==> config.mk <==
export PLATFORM = sky130hd
export DESIGN_NAME = spi_controller
export DESIGN_NICKNAME = d
export VERILOG_FILES = /design/src/rtl/spi_controller.sv
export SDC_FILE = /design/constraint.sdc
export NUM_CORES = 1
export LEC_CHECK = 0
export CAP_MARGIN = 20
export CORE_UTILIZATION = 47
export DETAILED_ROUTE_END_ITERATION = 10
export GPL_ROUTABILITY_DRIVEN = 0
export PLACE_DENSITY = 0.85
export SLEW_MARGIN = 30
export SYNTH_ARGS = -nofsm -noshare
export SYNTH_HDL_FRONTEND = slang
export SYNTH_SLANG_ARGS = --single-unit
==> constraint.sdc <==
create_clock -name clk -period 2.05 [get_ports clk]
set_clock_uncertainty 0.1 [all_clocks]
set_input_delay 0.205 -clock clk [delete_from_list [all_inputs] [get_ports clk]]
set_output_delay 0.205 -clock clk [all_outputs]
set_load 0.05 [all_outputs]
==> src/rtl/spi_controller.sv <==
// SPI mode-0 master: shifts a width-bit word out on mosi (MSB first) while capturing miso.
// Start/busy/done handshake on the software side; every pin output is registered.
module spi_controller #(
   parameter int unsigned width  = 8,
   parameter int unsigned clkdiv = 4
) (
   input  logic             clk,
   input  logic             reset,
   input  logic             start,
   input  logic [width-1:0] txData,
   output logic [width-1:0] rxData,
   output logic             busy,
   output logic             done,
   output logic             sclk,
   output logic             cs_n,
   output logic             mosi,
   input  logic             miso
);

   localparam int unsigned PW = $clog2(2 * clkdiv);
   localparam int unsigned BW = $clog2(width);

   typedef enum logic [2:0] {
      IDLE,
      SETUP,
      SCLK_LOW,
      SCLK_HIGH,
      HOLD
   } state_t;

   state_t             state, state_d;
   logic [PW-1:0]      phase, phase_d;
   logic [BW-1:0]      bit_cnt, bit_cnt_d;
   logic [width-1:0]   tx_sh, tx_sh_d;
   logic [width-1:0]   rx_sh, rx_sh_d;
   logic [width-1:0]   rx_data_d;
   logic               busy_d, done_d, sclk_d, cs_n_d, mosi_d;
   logic               phase_end;
   logic               hold_end;

   assign phase_end = (phase == PW'(clkdiv - 1));
   // HOLD spans the trailing sclk-low half-period plus the cs_n hold half-period
   assign hold_end  = (phase == PW'(2 * clkdiv - 1));

   // State and output registers
   always_ff @(posedge clk) begin
      if (reset) begin
         state   <= IDLE;
         phase   <= '0;
         bit_cnt <= '0;
         tx_sh   <= '0;
         rx_sh   <= '0;
         rxData  <= '0;
         busy    <= 1'b0;
         done    <= 1'b0;
         sclk    <= 1'b0;
         cs_n    <= 1'b1;
         mosi    <= 1'b0;
      end else begin
         state   <= state_d;
         phase   <= phase_d;
         bit_cnt <= bit_cnt_d;
         tx_sh   <= tx_sh_d;
         rx_sh   <= rx_sh_d;
         rxData  <= rx_data_d;
         busy    <= busy_d;
         done    <= done_d;
         sclk    <= sclk_d;
         cs_n    <= cs_n_d;
         mosi    <= mosi_d;
      end
   end

   // Next-state and next-output logic
   always_comb begin
      state_d   = state;
      phase_d   = phase;
      bit_cnt_d = bit_cnt;
      tx_sh_d   = tx_sh;
      rx_sh_d   = rx_sh;
      rx_data_d = rxData;
      busy_d    = busy;
      done_d    = 1'b0;
      sclk_d    = sclk;
      cs_n_d    = cs_n;
      mosi_d    = mosi;

      case (state)
         IDLE: begin
            if (start) begin
               tx_sh_d   = txData;
               mosi_d    = txData[width-1];
               cs_n_d    = 1'b0;
               busy_d    = 1'b1;
               phase_d   = '0;
               bit_cnt_d = '0;
               state_d   = SETUP;
            end
         end
         SETUP, SCLK_LOW: begin
            if (phase_end) begin
               phase_d = '0;
               sclk_d  = 1'b1;
               rx_sh_d = {rx_sh[width-2:0], miso};
               state_d = SCLK_HIGH;
            end else begin
               phase_d = phase + PW'(1);
            end
         end
         SCLK_HIGH: begin
            if (phase_end) begin
               phase_d = '0;
               sclk_d  = 1'b0;
               if (bit_cnt == BW'(width - 1)) begin
                  state_d = HOLD;
               end else begin
                  tx_sh_d   = tx_sh << 1;
                  mosi_d    = tx_sh[width-2];
                  bit_cnt_d = bit_cnt + BW'(1);
                  state_d   = SCLK_LOW;
               end
            end else begin
               phase_d = phase + PW'(1);
            end
         end
         HOLD: begin
            if (hold_end) begin
               phase_d   = '0;
               cs_n_d    = 1'b1;
               busy_d    = 1'b0;
               mosi_d    = 1'b0;
               done_d    = 1'b1;
               rx_data_d = rx_sh;
               state_d   = IDLE;
            end else begin
               phase_d = phase + PW'(1);
            end
         end
         default: state_d = IDLE;
      endcase
   end

endmodule
* Word-level counts from Yosys, hierarchy flattened
Cells that the tools add are included.
** Word-level totals
- Flip-flop bits (word level) :: 37
- Input port bits :: 12
- Word-level logic and storage cells :: 74
** Operators by class
- Add/subtract/negate cells :: 2
- Equal/unequal tests :: 12
- Muxes and demuxes :: 31
- Bitwise logic cells :: 1
- Reduce and logical (&&, ||, !) cells :: 17
** Operators with widths (number)
- 3-bit two-way mux :: 10
- 7-bit two-way mux :: 3
- 7-bit one-hot mux with 2 select lines :: 1
- 3-bit one-hot mux with 4 select lines :: 1
- 1-bit two-way mux :: 10
- 2-bit inequality test, second input constant :: 5
- 3-bit by 2-bit == test with 1-bit output, second input constant :: 3
- 3-bit == test, second input constant :: 3
- 3-bit one-hot mux with 3 select lines :: 1
- 4-bit AND reduction :: 2
- 3-bit by 1-bit adder with 3-bit output, second input constant :: 2
- 1-bit one-hot mux with 2 select lines :: 3
- 3-bit one-hot mux with 2 select lines :: 1
- 2-bit AND reduction :: 3
- 3-bit AND reduction :: 2
- 2-bit nonzero test :: 3
- 3-bit nonzero test :: 2
- 5-bit AND reduction :: 1
- 2-bit OR reduction :: 2
- 3-bit by 1-bit == test with 1-bit output, second input constant :: 1
- 3-bit zero test :: 1
- 1-bit one-hot mux with 3 select lines :: 1
- 3-bit OR reduction :: 1
- 1-bit inverter :: 1

* Depth between registers and ports, before layout
Gate-level depths: netlist of run 1.
- Word-level depth :: 4
- Gate-level depth with buffers :: 7
- Depth with buffers taken out :: 6

* Worst setup path before layout of run 1
No wires, ideal clock.
- Path kind :: register -> register
- Start point :: reg phase[0]
- End point :: reg mosi
- Setup time :: 121 ps
- Arrival time :: 1689 ps
- Required time :: 1829 ps
- Setup slack :: 140 ps
- Stages on the path, launching flop included :: 7
- Buffers on the path :: 0
- Clock period less this slack :: 1910 ps
- Cell sequence :: dfxtp_1 > ha_1 > ha_1 > nor4b_1 > nor3_1 > o21ai_0 > mux2_2
** Between the ends
- Cells in the longest elaborated chain, start to end :: 3
** RTL lines
- from (decl) :: RTL line 32 : logic [PW-1:0] phase, phase_d;
- from (signal assigned) :: RTL line 61 : phase <= phase_d;
- 3-bit == test :: RTL line 43 : assign hold_end = (phase == PW'(2 * clkdiv - 1));
- net hold_end :: RTL line 39 : logic hold_end;
- 2-bit inequality test (no line)
- 5-bit AND reduction (no line)
- to (signal assigned) :: RTL line 70 : mosi <= mosi_d;
- to (decl) :: RTL line 16 : output logic mosi,
The timed path passes the listed nets, and every way through them passes these cells.
A chain may end at the register's enable or synchronous reset.

* Worst setup path after layout of run 1
- Start point :: reg phase[0]
- End point :: reg mosi
** Between the ends
- Cells in the longest elaborated chain, start to end :: 3
** RTL lines (RTL line)
- 3-bit by 2-bit == test with 1-bit output or 3-bit == test (tied branches) :: 41, 43
- 2-bit inequality test (no line)
- 5-bit AND reduction (no line) (*)
Mark *: on every way between the ends. The rest lies on a longest branch, timed or not.

==> impl_metrics.env, run 1 <==
export IMPL_dp_hpwl_mm=2.51
export IMPL_placed_cell_area_mm2=0.00193
export IMPL_drc=0
export IMPL_core_area_mm2=0.00318
export IMPL_period_share_pct=93.4
export IMPL_drt_iter0_markers=50
export IMPL_nNetsFinal=216
export IMPL_die_w_um=60.8
export IMPL_route_met2_wl_mm=1.82
export IMPL_period_minus_slack_ns=1.91
export IMPL_diodes=0
export IMPL_worstMarginPinSlew_ns=0.600
export IMPL_finalSetupViolations=0
export IMPL_max_slew_margin_pct=59.9
export IMPL_critical_path_arrival_ns=2.06
export IMPL_num_io_pins=25
export IMPL_die_area_mm2=0.00370
export IMPL_gr_total_overflow=0
export IMPL_synth_cell_types=41
export IMPL_ys_seq_elements=37
export IMPL_syn_to_final_growth_pct=25.8
export IMPL_startpoint_type="register"
export IMPL_min_from="txData[5]"
export IMPL_avgSynthCellArea_um2=9.56
export IMPL_critPathBufInv=0
export IMPL_slew_violations=0
export IMPL_grt_start_max_net_pins=19
export IMPL_leakagePower_nw=0.838
export IMPL_dr_pass1_iters=4
export IMPL_path_max_fanout=8
export IMPL_irDropWorstVdd_v=0.000667
export IMPL_p_per_area_mw_per_mm2=792
export IMPL_vias=1342
export IMPL_wl_met3_um=106
export IMPL_yosys_area_top_type="dfxtp_1"
export IMPL_wl_met1_mm=1.63
export IMPL_crit_chain="ha_1 > ha_2 > nor4bb_1 > nor3_1 > o21ai_0 > mux2_2"
export IMPL_hold_viol_final=0
export IMPL_ctsHoldBuffers=0
export IMPL_vias_per_cell=5.52
export IMPL_die_y_um=60.8
export IMPL_htreeDepth=2
export IMPL_top_layer="met4"
export IMPL_grt_antenna_before_repair=0
export IMPL_criticalPathCategory="reg -> reg"
export IMPL_grt_pass1_vias=1243
export IMPL_path_delay_family="adder cells"
export IMPL_syn_num_nets=188
export IMPL_cts_root_buf="clkbuf_4"
export IMPL_drt_total_wl_mm=3.64
export IMPL_yosysMostFrequentCell="dfxtp_1"
export IMPL_grt_pass1_wl_mm=5.78
export IMPL_async_flop_share_pct=0
export IMPL_fin_area_mm2=0.00204
export IMPL_finalPower_mw=1.62
export IMPL_synth_warnings=0
export IMPL_pre_cts_ws_ns=0.0766
export IMPL_initial_utilization_pct=51.1
export IMPL_reg2reg_from="phase[0]"
export IMPL_syn_area_mm2=0.00163
export IMPL_synth_top_area_share_pct=45.6
export IMPL_synthFlopType="dfxtp_1"
export IMPL_clock_sinks=37
export IMPL_timing_hold_ws_ns=0.328
export IMPL_synth_common_cells="37 x dfxtp_1, 26 x nor2_1, 13 x mux2i_1"
export IMPL_track_usage_pct=22.0
export IMPL_wl_per_cell_um=15.0
export IMPL_setup_tns_ns=0
export IMPL_clk_pin_slew_worst_paths_ns=0.11
export IMPL_fp_row_count=20
export IMPL_maxCapViolCount=0
export IMPL_cts_inserted_buffers=5
export IMPL_startpoint="phase[0]"
export IMPL_fmax_mhz=522
export IMPL_hp_class="in -> reg"
export IMPL_setup_ws_ns=0.135
export IMPL_cts_path_max_buffers=2
export IMPL_required_ns=2.20
export IMPL_synth_edf_count=0
export IMPL_drive_gt1_share_pct=12.6
export IMPL_cts_tree="done"
export IMPL_clk_latency_ns=0.36
export IMPL_ant_nets=0
export IMPL_syn_inst=170
export IMPL_io_buffers=24
export IMPL_slowest_stage="mux2_2"
export IMPL_worstSetupEndpointType="register"
export IMPL_cpPeakStageDelay_ns=0.36
export IMPL_ys_seq_area_share_pct=45.6
export IMPL_synth_area_leaders="dfxtp_1 46%, mux2i_1 8.0%, nor2_1 6.0%"
export IMPL_status="finished, final reports clean"
worst paths after layout:
check | to | slack [ns] | cells after the start
worst min-delay path | tx_sh[5] | 0.33 | 3
worst min register to register | busy | 0.38 | 1
worst max-delay path | mosi | 0.14 | 6
worst max register to register | mosi | 0.14 | 6
routing by layer:
| metal | vias up | global-route usage, % |
|---|---|---|
| met3 | 6 | 6.40 |
| met2 | 19 | 35.6 |
| li1 | 669 | - |
| met4 | 0 | 10.7 |
| met1 | 648 | 26.8 |
| met5 | - | 0 |
power by group:
part           total (mW)  internal, mW  switching (mW)
clock network       0.643         0.384           0.259
registers           0.776         0.747          0.0288
logic               0.201        0.0952           0.106
worst register-to-register path, delay by kind of cell (launching register included):
kind,cells,cell delay [ns]
flops,1,0.34
mux,1,0.36
compound gates,1,0.11
simple gates,2,0.43
fa+ha+maj,2,0.48
area by class of cell:
class                      count  area, um2
clock buffer                   5       37.5
clock inverter                 3       68.8
fill                         254       1130
inverter                       2       7.51
multi-input combinational    121        830
sequential                    37        741
tap                           44       55.1
timing repair buffer          31        305
state kept, by name, indices dropped and copies added (netlist names):
| register | flops |
|---|---|
| bit_cnt | 3 |
| busy | 1 |
| cs_n | 1 |
| done | 1 |
| mosi | 1 |
| phase | 3 |
| rxData | 8 |
| rx_sh | 8 |
| sclk | 1 |
| state | 3 |
| tx_sh | 7 |
timing repair:
action                                  4_1_cts  5_1_grt
resized for setup                             0        2
endpoints found under the setup margin        0       10
buffers inserted                              0        0
endpoints found under the hold margin         0        0
stage by stage:
| stage | util [%] | instances |
|---|---|---|
| floorplan | - | 170 |
| finish | 64.3 | 243 |
| global route | 64.3 | 243 |
| CTS | 64.1 | 243 |
| global placement | 60.7 | 235 |
| detailed placement | 60.7 | 235 |
cells in the final DEF, fill, tap and decap left out, types with 2 or more instances in the layout:
cell type,Yosys,routed
mux2i_1,13,13
buf_4,2,6
a21oi_1,5,5
a311oi_1,6,6
nand3_1,4,4
nor2_1,26,26
o21ai_0,9,9
clkbuf_4,0,5
bufinv_16,0,2
inv_1,2,2
mux2_2,2,2
dfxtp_1,37,37
a21o_1,2,2
nor3_1,6,6
clkdlybuf4s50_1,0,24
nand2_1,9,9
nand2b_1,2,2
a22o_1,8,8
nor2b_1,3,3
ha_1,6,5
cells by family (layout without fill, tap and decap cells):
group / count (synthesis) / after routing / synth area share, %
AOI/OAI and AO/OA: 38 / 38 / 17.6
xor gates and xnor gates: 1 / 1 / 0.539
adders and majority gates: 6 / 6 / 4.62
buffers and inverters: 12 / 41 / 3.93
DFF: 37 / 37 / 45.6
muxes: 15 / 15 / 9.39
and+or+nand+nor: 61 / 61 / 18.4
Note: power is estimated with default switching activity, not from simulation.
==> run 2: changes to the inputs <==
--- a/config.mk
+++ b/config.mk
@@ -9,7 +9,7 @@
 export CORE_UTILIZATION = 47
 export DETAILED_ROUTE_END_ITERATION = 10
 export GPL_ROUTABILITY_DRIVEN = 0
-export PLACE_DENSITY = 0.85
+export PLACE_DENSITY = 0.8
 export SLEW_MARGIN = 30
 export SYNTH_ARGS = -nofsm -noshare
 export SYNTH_HDL_FRONTEND = slang
==> run 2 against run 1 <==
Design area fell by 1.5%. Via count barely moved. Maximum frequency fell by 0.79%. Critical path depth did not move. Utilization fell by 0.94 points. Die area did not move. Register-to-register slack got worse by 0.02 ns. Largest cell class unchanged. Count of clock-buffer cells in the layout did not move. Wire length fell by 10%. Combinational power rose by 5%.
==> impl_metrics.env, run 2 (synthesized netlist as in run 1, its figures left out) <==
export IMPL_vias_per_cell=5.47
export IMPL_drt_total_wl_mm=3.27
export IMPL_leakagePower_nw=0.823
export IMPL_dp_hpwl_mm=2.35
export IMPL_holdPathEnd="tx_sh[2]"
export IMPL_rsz0062_at_grt="no"
export IMPL_grt_antenna_before_repair=0
export IMPL_worstMarginPinSlew_ns=0.521
export IMPL_fp_row_count=20
export IMPL_p_per_area_mw_per_mm2=677
export IMPL_layout_commonest_cell="dfxtp_1"
export IMPL_fillers=285
export IMPL_die_y_um=60.8
export IMPL_cts_path_max_buffers=2
export IMPL_grtUsageMet2_pct=32.2
export IMPL_layout_cells_non_filler=245
export IMPL_irDropWorstVdd_v=0.000360
export IMPL_cts_root_buf="clkbuf_4"
export IMPL_cts_tree="done"
export IMPL_num_io_pins=25
export IMPL_final_cell_mix="37 x dfxtp_1, 26 x nor2_1, 24 x clkdlybuf4s50_1, 13 x mux2i_1"
export IMPL_status="finished, final reports clean"
export IMPL_nNetsFinal=218
export IMPL_gr_total_overflow=0
export IMPL_startpoint="phase[0]"
export IMPL_fin_area_mm2=0.00201
export IMPL_core_area_mm2=0.00318
export IMPL_die_area_mm2=0.00370
export IMPL_critical_path_arrival_ns=2.07
export IMPL_required_ns=2.19
export IMPL_maxCapViolCount=0
export IMPL_finalPower_mw=1.36
export IMPL_worstSetupEndpointType="register"
export IMPL_track_usage_pct=19.8
export IMPL_diodes=0
export IMPL_top_usage_layer="met2"
export IMPL_clock_sinks=37
export IMPL_die_w_um=60.8
export IMPL_drc=0
export IMPL_min_from="txData[2]"
export IMPL_top_regs="rxData x8, rx_sh x8, tx_sh x7"
export IMPL_rr_worst_depth=6
export IMPL_reg2reg_from="phase[0]"
export IMPL_placed_cell_area_mm2=0.00192
export IMPL_period_minus_slack_ns=1.93
export IMPL_ctsHoldBuffers=0
export IMPL_cts_inserted_buffers=5
export IMPL_period_share_pct=94.1
export IMPL_hold_viol_final=0
export IMPL_dr_pass1_iters=4
export IMPL_drt_iter0_markers=51
export IMPL_finalSetupViolations=0
export IMPL_startpoint_type="register"
export IMPL_use_met3_pct=5.12
export IMPL_regToRegSetupSlack_ns=0.12
export IMPL_placedCellCount=235
export IMPL_wl_per_cell_um=13.3
export IMPL_initial_utilization_pct=51.1
export IMPL_grt_pass1_wl_mm=5.40
export IMPL_path_max_fanout=4
export IMPL_grt_start_max_net_pins=19
export IMPL_max_slew_margin_pct=65.3
export IMPL_fmax_mhz=518
export IMPL_hp_class="in -> reg"
export IMPL_criticalPathCategory="reg -> reg"
export IMPL_clk_pin_slew_worst_paths_ns=0.11
export IMPL_clk_latency_ns=0.34
export IMPL_grtUsageMet1_pct=24.9
export IMPL_grt_pass1_vias=1209
export IMPL_syn_to_final_growth_pct=23.9
export IMPL_holdPathStages=3
export IMPL_r2r_end="mosi"
export IMPL_ant_nets=0
export IMPL_slew_violations=0
export IMPL_drive_gt1_share_pct=13.9
export IMPL_htreeDepth=2
export IMPL_vias=1341
export IMPL_io_buffers=24
run 2: cell types whose count changed in the layout (fill, tap and decap cells not counted):
cell / change
nor4bb_1: -1
clkinv_2: +2
inv_6: -1
bufinv_16: -2
buf_4: +2
clkinvlp_4: +1
nor4bb_2: +1
run 2: report_power, final:
part	total, mW	internal [mW]	switching [mW]
Clock	0.377	0.129	0.247
Combinational	0.211	0.104	0.107
Sequential	0.777	0.747	0.0294
Total	1.36	0.981	0.384
run 2: area by class of cell:
| cell class | count | area (um2) | area share, % |
|---|---|---|---|
| clock buffer | 5 | 37.5 | 1.86 |
| clock inverter | 3 | 17.5 | 0.870 |
| inverter | 2 | 7.51 | 0.373 |
| multi-input combinational | 121 | 836 | 41.5 |
| sequential | 37 | 741 | 36.8 |
| tap | 44 | 55.1 | 2.73 |
| timing repair buffer | 33 | 320 | 15.9 |
run 2: how the worst max path moves through the flow:
stage | to | slack [ns]
5_1_grt | mosi | 0.01
3_3_place_gp | tx_sh[5] | 0.08
4_1_cts | mosi | 0.004
3_5_place_dp | tx_sh[3] | -0.03
6_report | mosi | 0.12
2_1_floorplan | mosi | 0.14
run 2: per-stage QoR:
| step | worst slack [ns] | TNS, ns | hold slack, ns | utilization (%) |
|---|---|---|---|---|
| after floorplan | 0.140 | 0 | 0.249 | - |
| after global placement | 0.0782 | 0 | 0.353 | 60.3 |
| after detailed placement | -0.0302 | -0.0302 | 0.367 | 60.3 |
| after CTS | 0.00365 | 0 | 0.349 | 62.0 |
| after global routing | 0.0115 | 0 | 0.356 | 63.4 |
| final | 0.120 | 0 | 0.354 | 63.4 |
run 2: what timing repair did:
item,in CTS,in global routing
endpoints found under the setup margin,0,11
setup buffers,0,2
resized for setup,0,3
run 2: critical path, stage by stage, from the launching register on:
cell and delay, ns:
dfxtp_1 0.34, ha_1 0.23, ha_1 0.26, nor4b_2 0.31
nor3_1 0.13, o21ai_0 0.12, mux2_2 0.35
run 2: per-layer routing:
metal / up-vias / share of wire [%]
li1: 671 / -
met1: 632 / 47
met2: 33 / 49
met3: 5 / 3.8
met4: 0 / 0.89
met5: - / 0
==> run 3: changes to the inputs <==
--- a/config.mk
+++ b/config.mk
@@ -6,10 +6,12 @@
 export NUM_CORES = 1
 export LEC_CHECK = 0
 export CAP_MARGIN = 20
-export CORE_UTILIZATION = 47
+export CORE_UTILIZATION = 52
+export CTS_CLUSTER_SIZE = 16
 export DETAILED_ROUTE_END_ITERATION = 10
 export GPL_ROUTABILITY_DRIVEN = 0
-export PLACE_DENSITY = 0.8
+export MAX_ROUTING_LAYER = met4
+export PLACE_DENSITY = 0.83
 export SLEW_MARGIN = 30
 export SYNTH_ARGS = -nofsm -noshare
 export SYNTH_HDL_FRONTEND = slang
==> constraint.sdc (replaced) <==
create_clock -name clk -period 2 [get_ports clk]
set_clock_uncertainty 0.1 [all_clocks]
set_input_delay 0.2 -clock clk [delete_from_list [all_inputs] [get_ports clk]]
set_output_delay 0.2 -clock clk [all_outputs]
set_load 0.05 [all_outputs]
==> run 3 against run 2 <==
The run now ends with design-rule violations left. Global-route usage increased by 2.1 points. Combinational power decreased by 3%. Worst setup slack got worse by 0.011 ns. Utilization increased by 7.7 points. Total power increased by 14%. First-iteration DRC count increased by 16%. Highest routed layer unchanged.
==> impl_metrics.env, run 3 (synthesized netlist as in run 1, its figures left out) <==
export IMPL_finalSetupViolations=0
export IMPL_drt_iter0_markers=59
export IMPL_setup_tns_ns=0
export IMPL_startpoint_type="register"
export IMPL_path_max_fanout=18
export IMPL_min_from="txData[1]"
export IMPL_regArea_um2=741
export IMPL_period_minus_slack_ns=1.89
export IMPL_hold_viol_final=0
export IMPL_drc=2
export IMPL_violations="design-rule violations"
export IMPL_power_frac_seq_pct=51.3
export IMPL_die_y_um=57.9
export IMPL_syn_to_final_growth_pct=24.7
export IMPL_period_share_pct=94.6
export IMPL_p_comb_share_pct=13.2
export IMPL_maxCapViolCount=0
export IMPL_drive_gt1_share_pct=14.0
export IMPL_holdPathStages=3
export IMPL_power_switching_mw=0.388
export IMPL_dr_pass1_iters=7
export IMPL_fp_row_count=19
export IMPL_p_per_area_mw_per_mm2=765
export IMPL_cts_path_max_buffers=2
export IMPL_cts_tree="done"
export IMPL_max_slew_margin_pct=65.3
export IMPL_reg2reg_from="phase[0]"
export IMPL_die_w_um=57.9
export IMPL_vias_per_cell=5.80
export IMPL_regToRegSetupSlack_ns=0.11
export IMPL_clock_power_share_pct=35.5
export IMPL_fillers=204
export IMPL_drt_total_wl_mm=3.11
export IMPL_r2r_end="tx_sh[3]"
export IMPL_grtUsageMet1_pct=26.8
export IMPL_num_io_pins=25
export IMPL_gr_total_overflow=0
export IMPL_grt_start_max_net_pins=19
export IMPL_layout_commonest_cell="dfxtp_1"
export IMPL_holdPathEnd="tx_sh[1]"
export IMPL_vias=1339
export IMPL_grtUsageMet2_pct=33.5
export IMPL_initial_utilization_pct=57.0
export IMPL_core_area_mm2=0.00285
export IMPL_nNetsFinal=217
export IMPL_required_ns=2.15
export IMPL_rsz0062_at_grt="no"
export IMPL_rr_worst_depth=7
export IMPL_irDropWorstVdd_v=0.000449
export IMPL_use_met3_pct=6.70
export IMPL_hp_class="in -> reg"
export IMPL_htreeDepth=2
export IMPL_multi_input_area_um2=838
export IMPL_grt_pass1_wl_mm=5.44
export IMPL_criticalPathCategory="reg -> reg"
export IMPL_fmax_mhz=529
export IMPL_leakagePower_nw=0.831
export IMPL_die_area_mm2=0.00335
export IMPL_top_usage_layer="met2"
export IMPL_cts_root_buf="clkbuf_4"
export IMPL_worstMarginPinSlew_ns=0.521
export IMPL_wl_per_cell_um=13.5
export IMPL_track_usage_pct=21.8
export IMPL_swShare_pct=25.0
export IMPL_final_cell_mix="37 x dfxtp_1, 26 x nor2_1, 24 x clkdlybuf4s50_1, 13 x mux2i_1"
export IMPL_status="complete, but fails checks"
export IMPL_io_buffers=24
export IMPL_finalPower_mw=1.55
export IMPL_slew_violations=0
export IMPL_top_regs="rxData x8, rx_sh x8, tx_sh x7"
export IMPL_ctsHoldBuffers=0
export IMPL_clk_latency_ns=0.34
export IMPL_grt_antenna_before_repair=0
export IMPL_critical_path_arrival_ns=2.04
export IMPL_cts_inserted_buffers=5
export IMPL_dp_hpwl_mm=2.22
export IMPL_clock_sinks=37
export IMPL_worstSetupEndpointType="register"
export IMPL_clk_pin_slew_worst_paths_ns=0.11
export IMPL_cell_internal_pwr_mw=1.16
export IMPL_diodes=0
export IMPL_grt_pass1_vias=1227
export IMPL_ant_nets=0
## run 3: cell count changes in the layout (fill, tap and decap cells not counted), sizes merged
cell / change
clkbuf: +1
bufinv: +1
buf: -1
clkinv: -2
## run 3: how the worst max path moves through the flow
stage	startpoint	to	slack [ns]	cells past startpoint
global placement	start	tx_sh[6]	0.08	6
CTS	phase[0]	mosi	0.03	6
detailed placement	start	tx_sh[3]	0.03	6
floorplan	phase[0]	mosi	0.09	6
global route	phase[0]	tx_sh[6]	0.005	7
finish	phase[0]	tx_sh[3]	0.11	7
## run 3: what timing repair did
item / CTS / global route
gates resized for setup: 1 / 3
buffers inserted: 0 / 0
gates cloned: 0 / 0
setup endpoints to repair: 1 / 18
endpoints found under the hold margin: 0 / 0
## run 3: layer usage
layer  share of wire [%]  routed length (um)  vias up
li1                    -                   -      668
met1                  46                1420      639
met2                  49                1540       25
met3                 3.5                 109        7
met4                 1.5                  48        0
met5                   0                   0        -
## run 3: power by group through the flow
stage	Combinational (mW)	Clock, mW	Sequential, mW
finish	0.204	0.550	0.796
global route	0.225	0.610	0.801
CTS	0.204	0.557	0.795
detailed placement	0.203	0	0.811
global placement	0.197	0	0.809
floorplan	0.128	0	0.821
## run 3: cell type report
class                      count  area share [%]
multi-input combinational    121            41.4
sequential                    37            36.5
timing repair buffer          32            15.4
clock buffer                   6            2.53
tap                           31            1.91
clock inverter                 2            1.85
inverter                       2           0.370
## run 3: metrics by stage
stage | instance area [um2] | util [%] | cells | setup WS [ns] | hold WS [ns]
detailed placement | 1920 | 67.3 | 223 | 0.0286 | 0.354
global placement | 1920 | 67.3 | 223 | 0.0774 | 0.351
floorplan | 1630 | - | 170 | 0.0900 | 0.244
global route | 2030 | 71.1 | 231 | 0.00508 | 0.340
CTS | 2020 | 70.7 | 231 | 0.0313 | 0.333
finish | 2030 | 71.1 | 231 | 0.109 | 0.339
## run 3: worst max-delay path, cell delays in order, from the launching register on
cell,delay [ns]
dfxtp_1,0.37
ha_1,0.21
ha_2,0.29
nand4b_1,0.17
a21oi_4,0.21
buf_12,0.16
nor2_1,0.05
a311oi_1,0.24
